==> src/rtl/et_err_pkg.sv <==
// et_err_pkg: shared state encodings, defaults and header-code helper for the error-bus mux
package et_err_pkg;
  localparam logic [1:0] ST_IDLE    = 2'd0;
  localparam logic [1:0] ST_CAPTURE = 2'd1;
  localparam logic [1:0] ST_DONE    = 2'd2;
  localparam int DEF_HDR_BASE   = 4;
  localparam int DEF_LENGTH_ERR = 232;
  function automatic int hdr_code(input int k, input int base = DEF_HDR_BASE);
    return base + k;
  endfunction
endpackage

==> src/rtl/et_err_ch.sv <==
// et_err_ch: one channel's capture FSM, payload register and got/dup/parity flags
//   clk, in_live (async active-low reset), in_err (serial bit), hit (header matched, arbiter idle),
//   bypass (force done), rearm (clear), cnt (shared bit index) -> cap/cap_nxt (capture now/next),
//   got, dup, bus (LENGTH_ERR payload bits), par_err when ET_ERR_PARITY_EN is defined
module et_err_ch
  import et_err_pkg::*;
#(
  parameter int LENGTH_ERR = DEF_LENGTH_ERR,
  parameter int CNT_W      = 8
) (
  input  logic                  clk,
  input  logic                  in_live,
  input  logic                  in_err,
  input  logic                  hit,
  input  logic                  bypass,
  input  logic                  rearm,
  input  logic [CNT_W-1:0]      cnt,
  output logic                  cap,
  output logic                  cap_nxt,
  output logic                  got,
  output logic                  dup,
  output logic [LENGTH_ERR-1:0] bus
`ifdef ET_ERR_PARITY_EN
  ,output logic                 par_err
`endif
);
`ifdef ET_ERR_PARITY_EN
  localparam int LEN_TOT = LENGTH_ERR + 1;
`else
  localparam int LEN_TOT = LENGTH_ERR;
`endif
  logic [1:0] st, st_d;
  logic wr, last;
  // the header cycle itself carries payload bit 0, so a starting channel writes too
  always_comb begin
    cap     = st == ST_CAPTURE;
    wr      = (hit && st == ST_IDLE) || cap;
    last    = wr && cnt == CNT_W'(LEN_TOT - 1);
    st_d    = bypass ? ST_DONE : rearm ? ST_IDLE : (hit && st == ST_IDLE) ? ST_CAPTURE : last ? ST_DONE : st;
    cap_nxt = st_d == ST_CAPTURE;
  end
  always_ff @(posedge clk or negedge in_live) begin
    if (!in_live) begin
      st  <= ST_IDLE;
      got <= 1'b0;
      dup <= 1'b0;
      bus <= '0;
`ifdef ET_ERR_PARITY_EN
      par_err <= 1'b0;
`endif
    end else begin
      st  <= st_d;
      got <= bypass | (~rearm & (got | last));
      dup <= ~rearm & (dup | (hit && st == ST_DONE));
      if (rearm) bus <= '0;
      else if (!bypass && wr && cnt < CNT_W'(LENGTH_ERR)) bus[cnt] <= in_err;
`ifdef ET_ERR_PARITY_EN
      par_err <= ~rearm & (par_err | (last & ~bypass & (^bus ^ in_err)));
`endif
    end
  end
endmodule

==> src/rtl/et_err_mux.sv <==
// et_err_mux: serial error-bus deserialiser with NUM_CH header-addressed channels
//   clk, in_live (async active-low reset), in_err (serial stream), bypass[NUM_CH] (force done),
//   in_rearm (sync clear) -> got_err_bus[NUM_CH], out_err_bus[NUM_CH*LENGTH_ERR], busy, dup_hdr[NUM_CH]
//   ET_ERR_PARITY_EN: adds an even-parity bit per frame and the par_err[NUM_CH] output
module et_err_mux
  import et_err_pkg::*;
#(
  parameter int NUM_CH     = 2,
  parameter int HDR_W      = 3,
  parameter int HDR_BASE   = DEF_HDR_BASE,
  parameter int LENGTH_ERR = DEF_LENGTH_ERR,
  parameter int CNT_W      = 8
) (
  input  logic                         clk,
  input  logic                         in_live,
  input  logic                         in_err,
  input  logic [NUM_CH-1:0]            bypass,
  input  logic                         in_rearm,
  output logic [NUM_CH-1:0]            got_err_bus,
  output logic [NUM_CH*LENGTH_ERR-1:0] out_err_bus,
  output logic                         busy,
  output logic [NUM_CH-1:0]            dup_hdr
`ifdef ET_ERR_PARITY_EN
  ,output logic [NUM_CH-1:0]           par_err
`endif
);
  logic [HDR_W-1:0]  sr;
  logic [CNT_W-1:0]  cnt;
  logic [NUM_CH-1:0] cap, cap_nxt, hit;
  // busy covers the header cycle too, since that cycle already carries payload bit 0
  assign busy = |cap | |cap_nxt;
  for (genvar k = 0; k < NUM_CH; k++) begin : g_ch
    // headers are ignored while any frame is in flight, so payload bits never re-trigger
    assign hit[k] = !(|cap) && !in_rearm && sr == HDR_W'(hdr_code(k, HDR_BASE));
    et_err_ch #(.LENGTH_ERR(LENGTH_ERR), .CNT_W(CNT_W)) u_ch (
      .clk     (clk),
      .in_live (in_live),
      .in_err  (in_err),
      .hit     (hit[k]),
      .bypass  (bypass[k]),
      .rearm   (in_rearm),
      .cnt     (cnt),
      .cap     (cap[k]),
      .cap_nxt (cap_nxt[k]),
      .got     (got_err_bus[k]),
      .dup     (dup_hdr[k]),
      .bus     (out_err_bus[k*LENGTH_ERR +: LENGTH_ERR])
`ifdef ET_ERR_PARITY_EN
      ,.par_err(par_err[k])
`endif
    );
  end
  always_ff @(posedge clk or negedge in_live) begin
    if (!in_live) begin
      sr  <= '0;
      cnt <= '0;
    end else begin
      sr  <= {sr[HDR_W-2:0], in_err};
      cnt <= |cap_nxt ? cnt + 1'b1 : '0;
    end
  end
endmodule

==> config.mk <==
export PLATFORM = sky130hd
export DESIGN_NAME = et_err_mux
export DESIGN_NICKNAME = d
export VERILOG_FILES = /design/src/rtl/et_err_pkg.sv /design/src/rtl/et_err_ch.sv /design/src/rtl/et_err_mux.sv
export SDC_FILE = /design/constraint.sdc
export NUM_CORES = 1
export LEC_CHECK = 0
export BUFFER_PORTS_ARGS = -buffer_cell sky130_fd_sc_hd__buf_2
export CAP_MARGIN = 5
export CELL_PAD_IN_SITES_DETAIL_PLACEMENT = 0
export CELL_PAD_IN_SITES_GLOBAL_PLACEMENT = 1
export CORE_MARGIN = 2
export CORE_UTILIZATION = 45
export DETAILED_ROUTE_END_ITERATION = 10
export GPL_TIMING_DRIVEN = 1
export PLACE_DENSITY_LB_ADDON = 0.2
export REMOVE_ABC_BUFFERS = 1
export SYNTH_ARGS = -nofsm -noshare
export SYNTH_HDL_FRONTEND = slang
export SYNTH_SLANG_ARGS = --single-unit
==> constraint.sdc <==
create_clock -name clk -period 6.2 [get_ports clk]
set_input_delay 1.86 -clock clk [delete_from_list [all_inputs] [get_ports clk]]
set_output_delay 1.86 -clock clk [all_outputs]
set_load 0.01 [all_outputs]
==> out/results.ini, run 1 <==
[timing]
skew_ns = 0.01424
relSlewSlack = 0.2195
fmax_ghz = 0.1868
tightest_slew_ns = 1.165
holdWs_ns = 0.4372
post-route-period-util = 0.8636
fin_crit_ns = 5.354
setup_viol = 0
setup_tns_ns = 0
finalMaxSlewViolations = 0
rsz0062_at_grt = false
final_hold_viol_count = 0
timing.final.ws_setup_ns = 0.8457

[pwr]
power_leakage_nw = 12.11
switchingPower_mw = 1.553
ir_drop_uv = 194.1
combinationalPowerShare = 0.036
p_per_area_nw_per_um2 = 245.3
seqPwrFrac = 0.475
total_power_mw = 6.652
netSwitchingFraction = 0.2334
intPower_mw = 5.099
pwr-share-clk = 0.489

[worst_setup_path]
end_kind = output pin
critPathKind = in -> out
critPathMaxFanout = 70
slowest_delay_ns = 0.59
required_ns = 4.34
reg2reg_depth = 5
crit_chain = buf_8 -> or4b_1 -> nor3_1 -> a21oi_2 -> nand4_1 -> buf_2
cp_slowest_cell = or4b_1
arrival_ns = 3.49
worst_setup_path_start_kind = primary input
regToRegSetupSlack_ns = 2.79

[yosys]
yosys.area_share.simple = 0.1597
muxShareOfSynthArea = 0.01739
synth_edf_count = 0
synth_adder_area_share = 0.002173
syn_area_um2 = 23030
ys_seq_area_frac = 0.5249
yosys_warnings = 0
synth_flop_cell = dfrtp_1
synth_compound_area_frac = 0.2302
synth_top_family_by_area = compound AO/OA/AOI/OAI gates
synth.distinct_cells = 58
ys_ff_latch = 483
synthXorXnorAreaFrac = 0.002282
async_reset_ff_frac = 1.000
synth.avg_cell_area_um2 = 9.543
syn_inst = 2413

[layout]
fillCellCount = 4614
drive_above_1_share = 0.2374
diodes = 0
nNetsFinal = 2680
area_growth_pct = 17.76
final_core_util = 0.5383

[route]
firstDrtPassIters = 8
drc_errors = 0
drt_iter0_drc = 2608
wire_per_inst_um = 28.46
antenna_left = 0
vias = 22520
viasPerCell = 6.663
wl_um = 96200

[worst_hold_path]
hold_path.class = reg -> reg
holdPathStages = 0

[clocking]
path_clk_slew_ns = 0.07
tritoncts = yes
h-tree-depth = 2
clockBufferDepth = 3
cts-root-buf = clkbuf_16
clkSinkCount = 483
post-cts-setup-buffer-count = 0
clk_latency_ns = 0.61
cts_hold_buf = 0
cts_resized = 0
numCtsBuffers = 52

[global_routing]
grt_overflow = 0
grt_pass1_wl_um = 141700
grt_max_degree = 151
antenna_found_initial = 0
grt.total_usage = 0.3506
grt_pass1_vias = 21600

[die]
row_count = 82
die_area_um2 = 53000
die_w_um = 230.2
io_pins = 475
initial_core_util = 0.4571
core_um2 = 50380
die_h_um = 230.2

[place]
dp_hpwl_um = 55330
numPortBuffers = 474
dp_slack_ns = 0.8563
gp_congestion = 0.8622

[flow_run]
cap_violations = 0

[run_status]
outcome = completed

[worst max-delay path: cells and delay by family]
family | cells | cell delay, ns
and+or+nand+nor | 3 | 1.03
AOI/OAI and AO/OA | 1 | 0.20
buffers and inverters | 2 | 0.33
[cells by family after synthesis]
family / count (synthesis)
simple gates: 680
compound gates: 886
flops: 483
buf+inv: 314
xor+xnor: 6
mux: 40
fa+ha+maj: 4
[path summary, 6_finish.rpt]
check,from,endpoint
min in group asynchronous,in_live,g_ch[1].u_ch.bus[83]
max in group asynchronous,in_live,g_ch[1].u_ch.bus[118]
min,sr[1],sr[2]
min reg2reg,sr[1],sr[2]
max reg2reg,g_ch[1].u_ch.st[0],g_ch[1].u_ch.bus[76]
max,in_rearm,busy
[metal layers]
metal,part of all wire,vias up,wire [um],global-route usage
met2,0.46,1366,44180,0.5415
met3,0.11,203,10350,0.08817
met5,0,-,0,0
met4,0.035,0,3342,0.1210
met1,0.40,11350,38320,0.4809
li1,-,9599,-,-
[metrics by stage]
step	instances	cell area, um^2
2_1_floorplan	2103	21580
3_3_place_gp	3288	25370
3_5_place_dp	3288	25370
4_1_cts	3380	27120
5_1_grt	3380	27120
6_report	3380	27120
[placed cells by master, fill, tap and decap left out, drive strengths merged, types with 4 or more instances in the layout]
master  count
dfrtp     483
ha          4
nor2       70
clkbuf     80
a21oi     417
nor3        5
o21ai     191
o311ai     22
o211a       4
buf       513
and3b       8
bufinv      5
nor3b       5
nand4     211
nand3     238
nand2      99
or3b        5
clkinv      7
nand3b      8
nand2b      5
mux2i      40
o41ai      50
and3        4
o31ai     187
nor2b       5
[area by class of cell]
class | instances | area [um^2] | area share
Multi-Input combinational cell | 1616 | 9642 | 0.3555
Tap cell | 672 | 840.8 | 0.03100
Clock buffer | 80 | 1549 | 0.05712
Inverter | 4 | 16.27 | 0.0005998
Timing Repair Buffer | 513 | 2783 | 0.1026
Sequential cell | 483 | 12090 | 0.4458
Clock inverter | 12 | 198.9 | 0.007336
[sequential cells by signal (all words and copies together), names as in the netlist]
register and flops:
sr 3, cnt 8, g_ch.u_ch.got 2, g_ch.u_ch.dup 2, g_ch.u_ch.bus 464, g_ch.u_ch.st 4
[synth_stat cells, types with 11 or more instances]
| cell type | instances | area share |
|---|---|---|
| buf_4 | 34 | 0.011 |
| nor2_1 | 66 | 0.011 |
| o41ai_1 | 50 | 0.019 |
| o21ai_1 | 32 | 0.0070 |
| nand2_1 | 99 | 0.016 |
| o21ai_0 | 159 | 0.035 |
| buf_2 | 51 | 0.011 |
| clkbuf_1 | 184 | 0.030 |
| o31ai_1 | 187 | 0.061 |
| nand3_1 | 238 | 0.052 |
| o311ai_1 | 22 | 0.0084 |
| buf_1 | 20 | 0.0033 |
| dfrtp_1 | 483 | 0.52 |
| nand4_1 | 211 | 0.057 |
| a21oi_1 | 416 | 0.090 |
| clkbuf_2 | 11 | 0.0024 |
| mux2i_1 | 40 | 0.017 |
[power groups by stage]
stage / registers (mW) / clock network, mW / logic [mW]
2_1_floorplan: 3.22 / 0 / 0.0362
3_5_place_dp: 3.22 / 0 / 0.238
4_1_cts: 3.16 / 3.27 / 0.237
5_1_grt: 3.16 / 3.40 / 0.257
6_report: 3.16 / 3.25 / 0.239
3_3_place_gp: 3.22 / 0 / 0.235
(Power assumes the default switching activity.)
==> inputs of run 2 (changes only) <==
Settings changed: GPL_TIMING_DRIVEN 1 to 0.
==> run 2 against run 1 <==
  * Via count down 0.23%
  * Die area is the same
  * Wire length shrank 0.44%
  * Clock skew fell by 0.00081 ns
  * Critical path type unchanged
  * Largest cell class unchanged
==> out/results.ini, run 2 (same netlist as run 1, synthesis figures left out) <==
[layout]
top_regs = g_ch.u_ch.bus (464), cnt (8), g_ch.u_ch.st (4)
largest_reg_flops = 464  ; unchanged
drive_above_1_share = 0.2402  ; +0.002717
diodes = 0  ; unchanged
fillCellCount = 4545  ; -1.5%
area_growth_pct = 20.82
final_cell_mix = 482 x dfrtp_1, 471 x buf_2, 415 x a21oi_1
nNetsFinal = 2688  ; +0.30%
final_common_cell = dfrtp_1
top_register = g_ch.u_ch.bus

[timing]
finalMaxSlewViolations = 0  ; unchanged
holdWs_ns = 0.4403  ; +0.003095 ns
relSlewSlack = 0.09303  ; -0.1265
final_hold_viol_count = 0  ; unchanged
fmax_ghz = 0.1640  ; -12%
timing.final.ws_setup_ns = 0.1029  ; -0.7428 ns
fin_crit_ns = 6.097  ; +0.7428 ns
post-route-period-util = 0.9834  ; +0.1198
rsz0062_at_grt = false
setup_viol = 0  ; unchanged
tightest_slew_ns = 1.360  ; +0.1953 ns
skew_ns = 0.01343  ; -0.0008109 ns

[clocking]
numCtsBuffers = 53  ; +1.9%
cts_hold_buf = 0  ; unchanged
clockBufferDepth = 3  ; unchanged
clk_latency_ns = 0.61  ; about the same
cts_resized = 0  ; unchanged
clkSinkCount = 483  ; unchanged
tritoncts = yes
cts-root-buf = clkbuf_16
h-tree-depth = 2  ; unchanged
path_clk_slew_ns = 0.06  ; about the same
post-cts-setup-buffer-count = 0  ; unchanged

[worst_setup_path]
critPathMaxFanout = 143  ; +100%
worst_setup_path_start_kind = primary input
arrival_ns = 4.24  ; +0.75 ns
required_ns = 4.34  ; about the same
end_kind = output pin
critPathKind = in -> out

[flow_run]
cap_violations = 0  ; unchanged

[route]
top_layer_used = met4
dr_wl_met2_um = 43550  ; -1.4%
viasPerCell = 6.626  ; -0.55%
route.layer.met1.wl_um = 37600  ; -1.9%
wire_per_inst_um = 28.24  ; -0.77%
wl_met3_um = 10700  ; +3.3%
antenna_left = 0  ; unchanged
wl_um = 95770  ; -0.44%
drt_iter0_drc = 2914  ; +12%
vias = 22470  ; -0.23%
firstDrtPassIters = 6  ; -2
drc_errors = 0  ; unchanged

[pwr]
power_leakage_nw = 12.46  ; +2.9%
pwr-share-clk = 0.487  ; -0.002
intPower_mw = 5.096  ; about the same
netSwitchingFraction = 0.2348  ; +0.001396
seqPwrFrac = 0.475  ; about the same
switchingPower_mw = 1.564  ; +0.72%
combinationalPowerShare = 0.038  ; +0.002
ir_drop_uv = 195.1  ; +0.48%
p_per_area_nw_per_um2 = 239.4  ; -2.4%

[global_routing]
antenna_found_initial = 0  ; unchanged
grt_pass1_vias = 21550  ; -0.23%
grt.total_usage = 0.3533  ; +0.002677
grt_overflow = 0  ; unchanged
grt_max_degree = 166  ; +9.9%
grt_pass1_wl_um = 142800  ; +0.73%

[place]
dp_hpwl_um = 58320  ; +5.4%
dp_slack_ns = 0.2050  ; -0.6513 ns
gp_congestion = 0.8048  ; -6.7%
numPortBuffers = 474  ; unchanged

[worst_hold_path]
hold_path.class = reg -> reg

[run_status]
outcome = completed

[die]
die_w_um = 230.2  ; unchanged
initial_core_util = 0.4571  ; unchanged
io_pins = 475  ; unchanged
die_area_um2 = 53000  ; unchanged
row_count = 82  ; unchanged
die_h_um = 230.2  ; unchanged
core_um2 = 50380  ; unchanged

-- run 2: cell type report --
cell class	count	area [um^2]	area share
clock buffer	84	1655	0.05950
clock inverter	12	113.9	0.004092
inverter	4	17.52	0.0006296
multi-input combinational	1616	9607	0.3453
sequential	483	12090	0.4345
tap	672	840.8	0.03022
timing repair buffer	520	3500	0.1258
-- run 2: worst paths after layout --
kind	start	to	slack, ns	depth (start not counted)
worst max-delay path	in_rearm	busy	0.10	7
worst min-delay path	sr[0]	sr[1]	0.44	0
worst max register to register	cnt[6]	g_ch[1].u_ch.bus[215]	2.67	4
worst min register to register	sr[0]	sr[1]	0.44	0
max in group asynchronous	in_live	g_ch[0].u_ch.bus[61]	3.54	3
min in group asynchronous	in_live	g_ch[0].u_ch.bus[147]	1.20	1
-- run 2: worst max-delay path, stage by stage --
cell and delay, ns:
buf_8 0.16, buf_16 0.26, and4bb_1 0.87, a21oi_1 0.21, a211o_1 0.42, nand4_1 0.15, buf_2 0.17
-- run 2: stage by stage --
step                      std cells  area, um^2  power [mW]  setup TNS, ns  utilization
final                          3391       27820       6.660              0       0.5523
after global routing           3391       27820       6.823              0       0.5523
after CTS                      3390       27810       6.686              0       0.5520
after detailed placement       3294       26040       3.471              0       0.5169
after global placement         3249       24800       3.439       -6661.52       0.4923
after floorplan                2103       21580       3.254         -88.14            -
-- run 2: per-layer routing --
| layer | vias up | track usage |
|---|---|---|
| li1 | 9608 | - |
| met1 | 11330 | 0.4793 |
| met2 | 1310 | 0.5383 |
| met3 | 219 | 0.09387 |
| met4 | 0 | 0.1429 |
| met5 | - | 0 |
-- run 2: power groups by stage --
stage / logic, mW / registers [mW] / clock network (mW)
after floorplan: 0.0362 / 3.22 / 0
after global placement: 0.220 / 3.22 / 0
after detailed placement: 0.253 / 3.22 / 0
after CTS: 0.253 / 3.16 / 3.27
after global routing: 0.273 / 3.16 / 3.39
final: 0.253 / 3.16 / 3.25
